### src/rtl/bram_rr_arbiter.sv
// Round-robin arbiter sharing one single-port BRAM between requesters.
// Optional burst lock: define BRAM_ARB_LOCK_EN.
module bram_rr_arbiter #(
  parameter int NUM_REQ    = 3,
  parameter int DATA_WIDTH = 32,
  parameter int DEPTH      = 8192,
  parameter int ADDR_WIDTH = $clog2(DEPTH)
) (
  input  logic                          clk,
  input  logic                          rst_n,
  input  logic [NUM_REQ-1:0]            req,
  input  logic [NUM_REQ-1:0]            req_wr,
  input  logic [NUM_REQ*ADDR_WIDTH-1:0] req_addr,
  input  logic [NUM_REQ*DATA_WIDTH-1:0] req_wdata,
  input  logic [NUM_REQ-1:0]            req_lock,
  output logic [NUM_REQ-1:0]            gnt,
  output logic [NUM_REQ-1:0]            rvalid,
  output logic [DATA_WIDTH-1:0]         rdata,
  output logic                          bram_wr_en,
  output logic [ADDR_WIDTH-1:0]         bram_addr,
  output logic [DATA_WIDTH-1:0]         bram_din,
  input  logic [DATA_WIDTH-1:0]         bram_dout
);

  localparam int PW = (NUM_REQ > 1) ? $clog2(NUM_REQ) : 1;

  logic [PW-1:0]         rr_ptr_q, rr_ptr_d;
  logic                  rd_pend_q, rd_pend_d;
  logic [PW-1:0]         rd_own_q, rd_own_d;
  logic [ADDR_WIDTH-1:0] addr_q;
  logic [DATA_WIDTH-1:0] din_q;

  logic                  win_v;
  logic [PW-1:0]         win;
  logic [PW-1:0]         cand;
  logic [ADDR_WIDTH-1:0] sel_addr;
  logic [DATA_WIDTH-1:0] sel_din;
  logic                  sel_wr;

  function automatic logic [PW-1:0] wrap(input int v);
    return PW'((v >= NUM_REQ) ? v - NUM_REQ : v);
  endfunction

`ifdef BRAM_ARB_LOCK_EN
  logic          lock_v_q, lock_v_d;
  logic [PW-1:0] lock_own_q, lock_own_d;
`else
  logic unused_lock;
  assign unused_lock = ^req_lock;
`endif

  // Pick the winner: first requester at or above rr_ptr, wrapping.
  always_comb begin
    win_v = 1'b0;
    win   = '0;
    cand  = '0;
    for (int k = 0; k < NUM_REQ; k++) begin
      cand = wrap(int'(rr_ptr_q) + k);
      if (!win_v && req[cand]) begin
        win_v = 1'b1;
        win   = cand;
      end
    end
`ifdef BRAM_ARB_LOCK_EN
    if (lock_v_q && req[lock_own_q]) begin
      win_v = 1'b1;
      win   = lock_own_q;
    end
`endif
    if (!rst_n) win_v = 1'b0;
  end

  // Select the winner's request fields and compute next state.
  always_comb begin
    sel_addr  = req_addr[win*ADDR_WIDTH +: ADDR_WIDTH];
    sel_din   = req_wdata[win*DATA_WIDTH +: DATA_WIDTH];
    sel_wr    = req_wr[win];
    rr_ptr_d  = rr_ptr_q;
    if (win_v) begin
      rr_ptr_d = (win == PW'(NUM_REQ - 1)) ? '0 : win + 1'b1;
    end
    rd_pend_d = win_v & ~sel_wr;
    rd_own_d  = win;
`ifdef BRAM_ARB_LOCK_EN
    lock_v_d   = win_v & req_lock[win];
    lock_own_d = win;
`endif
  end

  // Arbitration state, read tracking and idle hold of the BRAM bus.
  always_ff @(posedge clk) begin
    if (!rst_n) begin
      rr_ptr_q  <= '0;
      rd_pend_q <= 1'b0;
      rd_own_q  <= '0;
      addr_q    <= '0;
      din_q     <= '0;
    end else begin
      rr_ptr_q  <= rr_ptr_d;
      rd_pend_q <= rd_pend_d;
      rd_own_q  <= rd_own_d;
      if (win_v) begin
        addr_q <= sel_addr;
        din_q  <= sel_din;
      end
    end
  end

`ifdef BRAM_ARB_LOCK_EN
  // Burst lock owner, cleared on reset or any non-locking cycle.
  always_ff @(posedge clk) begin
    if (!rst_n) begin
      lock_v_q   <= 1'b0;
      lock_own_q <= '0;
    end else begin
      lock_v_q   <= lock_v_d;
      lock_own_q <= lock_own_d;
    end
  end
`endif

  // Drive grant, BRAM port and read return; all quiet during reset.
  always_comb begin
    gnt        = win_v ? (NUM_REQ'(1) << win) : '0;
    bram_wr_en = win_v & sel_wr;
    bram_addr  = win_v ? sel_addr : addr_q;
    bram_din   = win_v ? sel_din : din_q;
    rvalid     = '0;
    rdata      = '0;
    if (!rst_n) begin
      bram_addr = '0;
      bram_din  = '0;
    end else if (rd_pend_q) begin
      rvalid = NUM_REQ'(1) << rd_own_q;
      rdata  = bram_dout;
    end
  end

endmodule

### config.mk
export PLATFORM = sky130hd
export DESIGN_NAME = bram_rr_arbiter
export DESIGN_NICKNAME = d
export VERILOG_FILES = /design/src/rtl/bram_rr_arbiter.sv
export SDC_FILE = /design/constraint.sdc
export NUM_CORES = 1
export LEC_CHECK = 0
export BUFFER_PORTS_ARGS = -buffer_cell sky130_fd_sc_hd__buf_4
export CAP_MARGIN = 20
export CORE_AREA = 2 2 102 104
export CTS_CLUSTER_DIAMETER = 80
export DETAILED_ROUTE_END_ITERATION = 8
export DIE_AREA = 0 0 104 106
export HOLD_SLACK_MARGIN = 0.06
export PLACE_DENSITY = 0.67
export RECOVER_POWER = 50
export SLEW_MARGIN = 10
export SYNTH_ARGS = -nofsm -noshare
export SYNTH_HDL_FRONTEND = slang
export SYNTH_SLANG_ARGS = --single-unit
### constraint.sdc
create_clock -name clk -period 3.2 [get_ports clk]
set_input_delay 0.32 -clock clk [delete_from_list [all_inputs] [get_ports clk]]
set_output_delay 0.32 -clock clk [all_outputs]
set_load 0.02 [all_outputs]
==> summary.txt <==
Run status
  • Status: finished clean

Pwr
  • Sw Pwr: about 2.3 mW
  • Power share of the clock group: 7.5%
  • Int Pwr: roughly 2.5 mW
  • Leakage: roughly 2.5 nW
  • Switch share: a little under half
  • Power density over the cells: roughly 950 nW/µm²
  • Gate power share: 72.0%
  • Sequential share of power: between 20% and 30%
  • Worst vdd ir: slightly above 0.0004 V
  • Power Total: approximately 4.8 mW

Routing
  • DR WL/cell: 16.41 µm
  • DR vias/cell: around 5.0
  • Final WL: between 10 and 15 mm
  • Via count: between 3,000 and 4,000
  • Violation count after the first detailed-route iteration: roughly 150
  • Drt pass-1 iters: 4
  • Antenna viol nets, final: 0
  • Drt drc: 0

Clocking
  • Cts bufs inserted: 5
  • Max Root-Sink Buffers: 2
  • Clk_lat worst skew: around 0.30 ns
  • CTS tree: built
  • CTS root buffer: clkbuf_8
  • Worst-path clk slew: 0.09 ns
  • Htree depth: 2
  • Clock sink count: 50

Cells and area
  • Inserted Diodes: 0
  • NumNets Final: roughly 740
  • Area of the multi-input gates: roughly 1800 µm²
  • Register area: between 1000 and 1500 µm²
  • Core occupancy in the finished layout: about half
  • Share of cells above drive strength 1: about half
  • # fillers: around 1,000
  • P&R area growth vs syn: 73.58%

Place
  • Final GP Congestion: between 0.8 and 0.9
  • Post-DP HPWL: around 8.3 mm
  • Buffers on Ports: roughly 260
  • Worst slack at placement: between 0.2 and 0.25 ns

Global route
  • Global route overflow: 0
  • GRT Overall Usage: 17.97%
  • Vias in the first global route: about 3,400
  • First-pass GRT wire length: between 15 and 20 mm
  • Largest net degree at the start of global routing: 52
  • Initial antenna violation count: 0

Logic synthesis
  • Top post-synthesis cells by area: dfxtp_1, mux2i_1, a32oi_1
  • Synth Register Bits: 50
  • Syn Nets: 493
  • EDFF count, synth: 0
  • Post-synth top cells: dfxtp_1, mux2i_1, a32oi_1
  • Largest area contributor in the netlist: dfxtp_1
  • Synth top area share: 34.54%
  • Syn_area_per_cell: between 9 and 10 µm²
  • Mapped Cells: between 300 and 400
  • Ys async rst share: 0%
  • Most common cell in the netlist: dfxtp_1
  • Distinct cell type count after synthesis: 41
  • Seq/Total Area, Yosys: about a third
  • Ys flop type: dfxtp_1
  • Yosys warns: 0
  • Synth Cell Area: slightly below 3000 µm²

Timing
  • Minimum clock period: 3.057 ns
  • Normalized max-slew margin: between 50% and 60%
  • Worst Setup Slack, final: 0.1429 ns
  • Max Clk Rate: roughly 330 MHz
  • Worst Clk Skew: ~0.0095 ns
  • Final number of setup-violating endpoints: 0
  • Worst slew pin tran: roughly 0.71 ns
  • Fin. max-slew vios: 0
  • Final worst path period share: a little over nine tenths
  • Final hold vios: 0

Worst setup path
  • R2R Setup Slk: about 0.82 ns
  • Endpoint class of the critical path: output pin
  • Crit path DAT: 2.74 ns
  • Critical Path Fanout Max: 12
  • Startpoint types: flip-flop
  • Kind of critical path: flip-flop to output pin
  • Required time worst endpoint: between 2 and 3 ns

Min path
  • Hold crit path type: input pin to flip-flop

Die
  • Core area: roughly 10000 µm²
  • Initial Utilization: between 20% and 30%
  • Overall die area: approximately 11,000 µm²
  • I/O pins: around 260
  • Row count: 37
  • Die X: ~100 µm
  • Die Ht: around 110 µm

Flow run
  • Maxcap violations: 0
-- cell families after synthesis --
kind of cell | after synthesis | share of synthesized area (%)
buffers and inverters | 39 | 8.549
flip-flops | 50 | 34.54
adder cells (fa/ha/maj) | 4 | 1.727
AND/OR/NAND/NOR | 64 | 13.34
AO/OA/AOI/OAI | 105 | 24.91
multiplexers | 49 | 16.93
-- layout by cell type (no fill, tap or decap), types with 2 or more instances in the layout --
cell	netlist	layout
o22ai_2	0	2
inv_1	2	2
ha_1	4	2
clkbuf_1	8	37
o21ai_0	10	21
nand2_1	9	9
a32oi_1	44	41
buf_12	0	2
dfxtp_1	50	48
nor2b_1	2	2
nor3b_1	3	3
a21oi_2	0	2
clkbuf_16	0	2
mux2i_1	49	46
o21ai_2	1	2
ha_4	0	2
mux2i_4	0	2
clkbuf_8	0	5
buf_4	9	232
nor2_1	5	5
a32oi_2	0	3
o21ai_1	39	27
a31o_2	2	2
and3_1	32	32
-- final cells by class --
cell class / instances / area share (%)
Clock inverter: 1 / 0.1493
Sequential cell: 50 / 20.00
Clock buffer: 6 / 1.443
Multi-Input combinational cell: 222 / 34.98
Timing Repair inverter: 2 / 0.3980
Timing Repair Buffer: 272 / 39.10
Inverter: 4 / 0.5473
Tap cell: 136 / 3.383
-- flip-flops by register name, indices dropped and copies added, names as in the netlist --
signal and cells:
din_q 32, addr_q 13, rd_own_q 2, rr_ptr_q 2
rd_pend_q 1
-- timing repair --
action	CTS	global route
cloned	0	4
endpoints found under the setup margin	46	47
gates resized for setup	6	19
pin swaps	0	2
buffers inserted	0	5
hold buffers	0	0
-- layer usage --
metal	global-route usage (%)	share of wire (%)	wire (µm)
met1	18.69	37	4242
met2	35.81	54	6164
met3	5.028	7.9	896
met4	3.475	0.59	67
met5	0	0	0
-- metrics by stage --
stage	TNS [ns]	hold slack, ns	std cells	cell area, µm²
CTS	-0.2185	0.2800	684	4971
global route	-0.002858	0.2839	693	5030
floorplan	0	0.4726	311	2898
finish	0	0.2935	693	5030
detailed placement	0	0.4678	677	4867
global placement	0	0.4621	677	4867
-- final timing paths --
check                                         startpoint                 to  depth (start not counted)
worst min-delay path                       req_wdata[92]  din_q[28]$_DFF_P_                          3
worst max-delay path            rr_ptr_q[0]$_SDFFE_PN0P_       bram_din[27]                         10
worst max register to register  rr_ptr_q[0]$_SDFFE_PN0P_  din_q[27]$_DFF_P_                          9
worst min register to register         addr_q[7]$_DFF_P_  addr_q[7]$_DFF_P_                          2
-- power groups by stage --
stage | clock network [mW] | logic (mW) | registers (mW)
6_report | 0.355 | 3.43 | 0.976
5_1_grt | 0.397 | 3.67 | 1.00
4_1_cts | 0.378 | 3.20 | 0.965
3_5_place_dp | 0 | 3.16 | 0.979
3_3_place_gp | 0 | 3.12 | 0.968
2_1_floorplan | 0 | 2.13 | 0.939
-- critical path, cell delays in order (launching register included) --
cell and delay (ns):
dfxtp_4 0.38, inv_1 0.08, ha_4 0.33, mux2i_4 0.25
o22ai_2 0.12, or3_4 0.39, nand3_4 0.23, clkinv_8 0.13
a32oi_1 0.24, o21ai_1 0.11, buf_4 0.17
Power figures use the tool's default switching activity.
